`src/rtl/lsu_bridge.sv`:
```
// rtl/lsu_bridge.sv - RV32 load/store to word-aligned bus bridge with byte enables and load extension.
// Define LSU_MISALIGN_SPLIT_EN to split misaligned accesses into two beats; otherwise they are rejected.
module lsu_bridge #(
    parameter int ADDR_W = 14
) (
    input  logic              clk,
    input  logic              resetn,
    input  logic              req_valid,
    output logic              req_ready,
    input  logic              req_we,
    input  logic [ADDR_W-1:0] req_addr,
    input  logic [31:0]       req_wdata,
    input  logic [2:0]        req_funct3,
    output logic              resp_valid,
    output logic [31:0]       resp_rdata,
    output logic              resp_err,
    output logic              bus_valid,
    input  logic              bus_ready,
    output logic              bus_we,
    output logic [ADDR_W-1:0] bus_addr,
    output logic [3:0]        bus_be,
    output logic [31:0]       bus_wdata,
    input  logic              bus_rvalid,
    input  logic [31:0]       bus_rdata
);

    typedef enum logic [2:0] {
        IDLE   = 3'd0,
        ISSUE0 = 3'd1,
        WAIT0  = 3'd2
`ifdef LSU_MISALIGN_SPLIT_EN
        ,
        ISSUE1 = 3'd3,
        WAIT1  = 3'd4
`endif
    } state_t;

    state_t     state;
    logic [1:0] off_r;
    logic [1:0] size_r;
    logic       uns_r;

    logic [2:0] req_n;
    logic [3:0] req_mask;
    logic       req_mis;
    logic       req_bad;

    function automatic logic [3:0] size_mask(input logic [1:0] size);
        case (size)
            2'b00:   return 4'b0001;
            2'b01:   return 4'b0011;
            default: return 4'b1111;
        endcase
    endfunction

    function automatic logic [31:0] load_extend(input logic [31:0] w, input logic [1:0] size,
                                                input logic uns);
        case (size)
            2'b00:   return uns ? {24'b0, w[7:0]} : {{24{w[7]}}, w[7:0]};
            2'b01:   return uns ? {16'b0, w[15:0]} : {{16{w[15]}}, w[15:0]};
            default: return w;
        endcase
    endfunction

    // Request is held in reset as not-ready so nothing can be captured then.
    assign req_ready = (state == IDLE) && !resetn;

    always_comb begin
        req_mask = size_mask(req_funct3[1:0]);
        case (req_funct3[1:0])
            2'b00:   req_n = 3'd1;
            2'b01:   req_n = 3'd2;
            default: req_n = 3'd4;
        endcase
        req_mis = ({1'b0, req_addr[1:0]} + req_n) > 3'd4;
        req_bad = (req_funct3[1:0] == 2'b11) || (req_we && req_funct3[2]);
`ifndef LSU_MISALIGN_SPLIT_EN
        req_bad = req_bad || req_mis;
`endif
    end

`ifdef LSU_MISALIGN_SPLIT_EN
    logic        mis_r;
    logic [31:0] wdata_r;
    logic [31:0] rd0;
    logic [2:0]  beat1_sh;
    logic [31:0] merged;

    always_comb begin
        beat1_sh = 3'd4 - {1'b0, off_r};
        merged   = (rd0 >> {off_r, 3'b000}) | (bus_rdata << {beat1_sh, 3'b000});
    end
`endif

    always_ff @(posedge clk) begin
        if (resetn) begin
            state      <= IDLE;
            bus_valid  <= 1'b0;
            bus_we     <= 1'b0;
            bus_addr   <= '0;
            bus_be     <= 4'b0;
            bus_wdata  <= 32'b0;
            resp_valid <= 1'b0;
            resp_rdata <= 32'b0;
            resp_err   <= 1'b0;
            off_r      <= 2'b0;
            size_r     <= 2'b0;
            uns_r      <= 1'b0;
`ifdef LSU_MISALIGN_SPLIT_EN
            mis_r      <= 1'b0;
            wdata_r    <= 32'b0;
            rd0        <= 32'b0;
`endif
        end else begin
            resp_valid <= 1'b0;
            resp_err   <= 1'b0;
            resp_rdata <= 32'b0;
            case (state)
                IDLE: if (req_valid) begin
                    off_r  <= req_addr[1:0];
                    size_r <= req_funct3[1:0];
                    uns_r  <= req_funct3[2];
                    if (req_bad) begin
                        resp_valid <= 1'b1;
                        resp_err   <= 1'b1;
                    end else begin
                        state     <= ISSUE0;
                        bus_valid <= 1'b1;
                        bus_we    <= req_we;
                        bus_addr  <= {req_addr[ADDR_W-1:2], 2'b00};
                        bus_be    <= req_mask << req_addr[1:0];
                        bus_wdata <= req_wdata << {req_addr[1:0], 3'b000};
`ifdef LSU_MISALIGN_SPLIT_EN
                        mis_r     <= req_mis;
                        wdata_r   <= req_wdata;
`endif
                    end
                end
                ISSUE0: if (bus_ready) begin
                    bus_valid <= 1'b0;
                    state     <= WAIT0;
                end
                WAIT0: if (bus_rvalid) begin
`ifdef LSU_MISALIGN_SPLIT_EN
                    if (mis_r) begin
                        rd0       <= bus_rdata;
                        state     <= ISSUE1;
                        bus_valid <= 1'b1;
                        bus_addr  <= bus_addr + ADDR_W'(4);
                        bus_be    <= size_mask(size_r) >> beat1_sh;
                        bus_wdata <= wdata_r >> {beat1_sh, 3'b000};
                    end else
`endif
                    begin
                        state      <= IDLE;
                        resp_valid <= 1'b1;
                        resp_rdata <= bus_we ? 32'b0
                                    : load_extend(bus_rdata >> {off_r, 3'b000}, size_r, uns_r);
                    end
                end
`ifdef LSU_MISALIGN_SPLIT_EN
                ISSUE1: if (bus_ready) begin
                    bus_valid <= 1'b0;
                    state     <= WAIT1;
                end
                WAIT1: if (bus_rvalid) begin
                    state      <= IDLE;
                    resp_valid <= 1'b1;
                    resp_rdata <= bus_we ? 32'b0 : load_extend(merged, size_r, uns_r);
                end
`endif
                default: state <= IDLE;
            endcase
        end
    end

endmodule

```
`config.mk`:
```
export PLATFORM = sky130hd
export DESIGN_NAME = lsu_bridge
export DESIGN_NICKNAME = d
export VERILOG_FILES = /design/src/rtl/lsu_bridge.sv
export SDC_FILE = /design/constraint.sdc
export NUM_CORES = 1
export LEC_CHECK = 0
export CAP_MARGIN = 20
export CELL_PAD_IN_SITES_DETAIL_PLACEMENT = 1
export CELL_PAD_IN_SITES_GLOBAL_PLACEMENT = 2
export CORE_MARGIN = 1
export CORE_UTILIZATION = 24
export DETAILED_ROUTE_END_ITERATION = 6
export GPL_ROUTABILITY_DRIVEN = 0
export HOLD_SLACK_MARGIN = 0.06
export PLACE_DENSITY_LB_ADDON = 0.1
export SLEW_MARGIN = 20
export SYNTH_ARGS = -nofsm -noshare
export SYNTH_HDL_FRONTEND = slang
export SYNTH_SLANG_ARGS = --single-unit
export TNS_END_PERCENT = 50
```
`constraint.sdc`:
```
create_clock -name clk -period 2.7 [get_ports clk]
set_input_delay 0.27 -clock clk [delete_from_list [all_inputs] [get_ports clk]]
set_output_delay 0.27 -clock clk [all_outputs]
set_load 0.01 [all_outputs]
```
==> metrics <==
status completed; IO Count between 150 and 200; worst hold slack a little over 0.3 ns; first-pass GRT wire length between 20000 and 25000 um; Hold Path End bus_addr[11]; Post-synth EDFFs 0; Worst Max-Slew Pin Slew around 0.93 ns; Tot GR Track Use roughly 17%; clk_skew 0.00386 ns; Hold Path Cell Cnt 2; Clock Pin Slew Worst Setup and Hold Paths about 0.060 ns; vias in the first global route between 4000 and 5000; Net Sw Frac between 20 and 30%; synthesized flop and latch total slightly above 90; final worst slack slightly below 0.4 ns; clk root buf clkbuf_16; global route total overflow 0; drt first pass iters 4; setup violators final 0; Residual DRC 0; number of nets in the layout ~730; postcts setup bufs 0; Final ANT Viol Nets 0; Resized cells post-CTS 0; Worst Hold Class input port to flip-flop; Post-DP HPWL around 11000 um; Syn Inst Count 480; NetSw 0.918 mW; worst-path fanout max 28; largest net degree at the start of global routing 29; Layout area overhead 52.4%; commonest non-fill, non-tap cell in the layout clkdlybuf4s50_1; crit path DAT roughly 2.5 ns; Max-cap violations 0; Tmin final 2.32 ns; Iter 0 DRT Violations approximately 160; initial core utilization roughly a quarter; Clk Latency, worst-skew pair around 0.34 ns; CTS Buf Count 9; Power Internal approximately 2.4 mW; I/O Buffers ~170; ys flop type dfxtp_1; relative slew slack 38.0%; synthesis warning total 0; count of final hold-check violations 0; logic gate share of total power roughly a fifth; Crit Reg-Reg Startpoint off_r[0]; post-route cell area approximately 6400 um2; maximum VDD drop 293 uV; most frequent cells in the layout 170 x clkdlybuf4s50_1, 93 x nand2_1, 91 x dfxtp_1; worst path required time just under 3 ns; pwr/cell area 515 nW/um2; fmax 0.432 GHz; placed cell count about 860; Chip Width ~130 um; DRT Wirelength ~15000 um; Tot Pwr around 3.3 mW; crit share post-route between 80% and 90%; layout cells sized above 1 between 10% and 20%; post-place instance area just over 6000 um2; Flop pwr share between 40 and 50%; Syn Area/Cell roughly 8.8 um2; critical hold path startpoint resetn; worst slack, placed ~0.006 ns; Worst R2R Path Depth 4; Rows 48; Die ar. ~18000 um2; post-synthesis sequential area ratio 43.2%; mean routed wirelength per cell around 17 um; CTS tree done; Crit. End Element flip-flop; Core ar. 17200 um2; R2R Setup Slk 0.88 ns; CP Launch Type input port; Slew Limit Fails 0; CTS Buffer Depth 2; Yosys cell types between 40 and 50; vias per cell between 4 and 5; Clock H-tree levels 3; Clk network pwr share 35.9%; critical path class input port to flip-flop; DIE HEIGHT ~130 um; reg2reg end resp_rdata[13]; Post-Synthesis Cell Area between 4000 and 5000 um2; setup TNS 0 ns; unrepaired setup endpoints after global routing no; via count around 4000; Final Util about 37%; Post-CTS Hold Buffers 0; TritonCTS Sinks 91; asr flop ratio synth 0%; non-filler instance count after layout between 800 and 900; initial antenna violation count 1; Static Leak 2.27 nW
power groups by stage:
stage,clock (mW),sequential (mW),combinational [mW]
6_report,1.19,1.43,0.689
2_1_floorplan,0,1.48,0.343
3_3_place_gp,0,1.46,0.689
5_1_grt,1.28,1.44,0.751
3_5_place_dp,0,1.46,0.698
4_1_cts,1.25,1.43,0.702
critical path: stages:
cell             delay, ns
clkdlybuf4s50_1       0.47
nor2_1                0.16
ha_1                  0.17
inv_1                 0.05
fa_1                  0.47
and2_1                0.23
o211ai_4              0.15
buf_12                0.21
a211oi_1              0.28
nor3_1                0.08
cells in the mapped netlist, drive strengths merged (3+ instances only):
cell	n	share of area (%)
nand2	93	8.3
dfxtp	91	43
a21oi	61	8.1
nor2	43	3.8
buf	33	5.0
a211oi	31	5.8
mux2i	29	6.9
nand3	24	2.8
mux2	18	4.9
nor2b	10	1.5
nor3	10	1.2
clkbuf	8	0.71
nand2b	3	0.62
o211ai	3	0.65
logic make-up after synthesis:
kind of cell	share of synthesized area, %
other	0.0889
multiplexers	12.3
flip-flops	43.2
AND/OR/NAND/NOR	19.5
XOR/XNOR	0.593
AO/OA/AOI/OAI	17.2
buffers and inverters	6.02
adder cells (fa/ha/maj)	1.07
registers in the layout, summed over array words and instances, names as in the netlist, 2 cells and up:
register,flops
bus_addr,12
bus_be,4
bus_wdata,32
off_r,2
resp_rdata,32
size_r,2
state,2
worst max path at each step:
stage | start | endpoint | slack (ns) | cells past startpoint
2_1_floorplan | req_addr[1] | bus_wdata[27] | 0.38 | 10
3_3_place_gp | req_funct3[1] | bus_wdata[19] | 0.06 | 10
3_5_place_dp | req_funct3[1] | bus_wdata[19] | 0.006 | 10
4_1_cts | req_funct3[1] | bus_wdata[19] | 0.38 | 10
5_1_grt | req_funct3[1] | bus_wdata[19] | 0.20 | 10
6_report | req_funct3[1] | bus_wdata[19] | 0.38 | 10
layer usage:
layer / GRT usage, % / part of all wire, % / up-vias
met5: 0 / 0 / -
met4: 6.62 / 1.9 / 0
met3: 4.95 / 7.3 / 18
met2: 27.7 / 47 / 115
met1: 20.1 / 43 / 1913
li1: - / - / 1965
final cells by class:
class                           instances  area, um2
Timing Repair Buffer                  190       1890
Inverter                                3       11.3
Clock buffer                           11        243
Clock inverter                          4       27.5
Fill cell                            1974      10800
Multi-Input combinational cell        346       2150
Antenna cell                            1       2.50
Tap cell                              225        282
Sequential cell                        91       1820
Power figures use the tool's default switching activity.
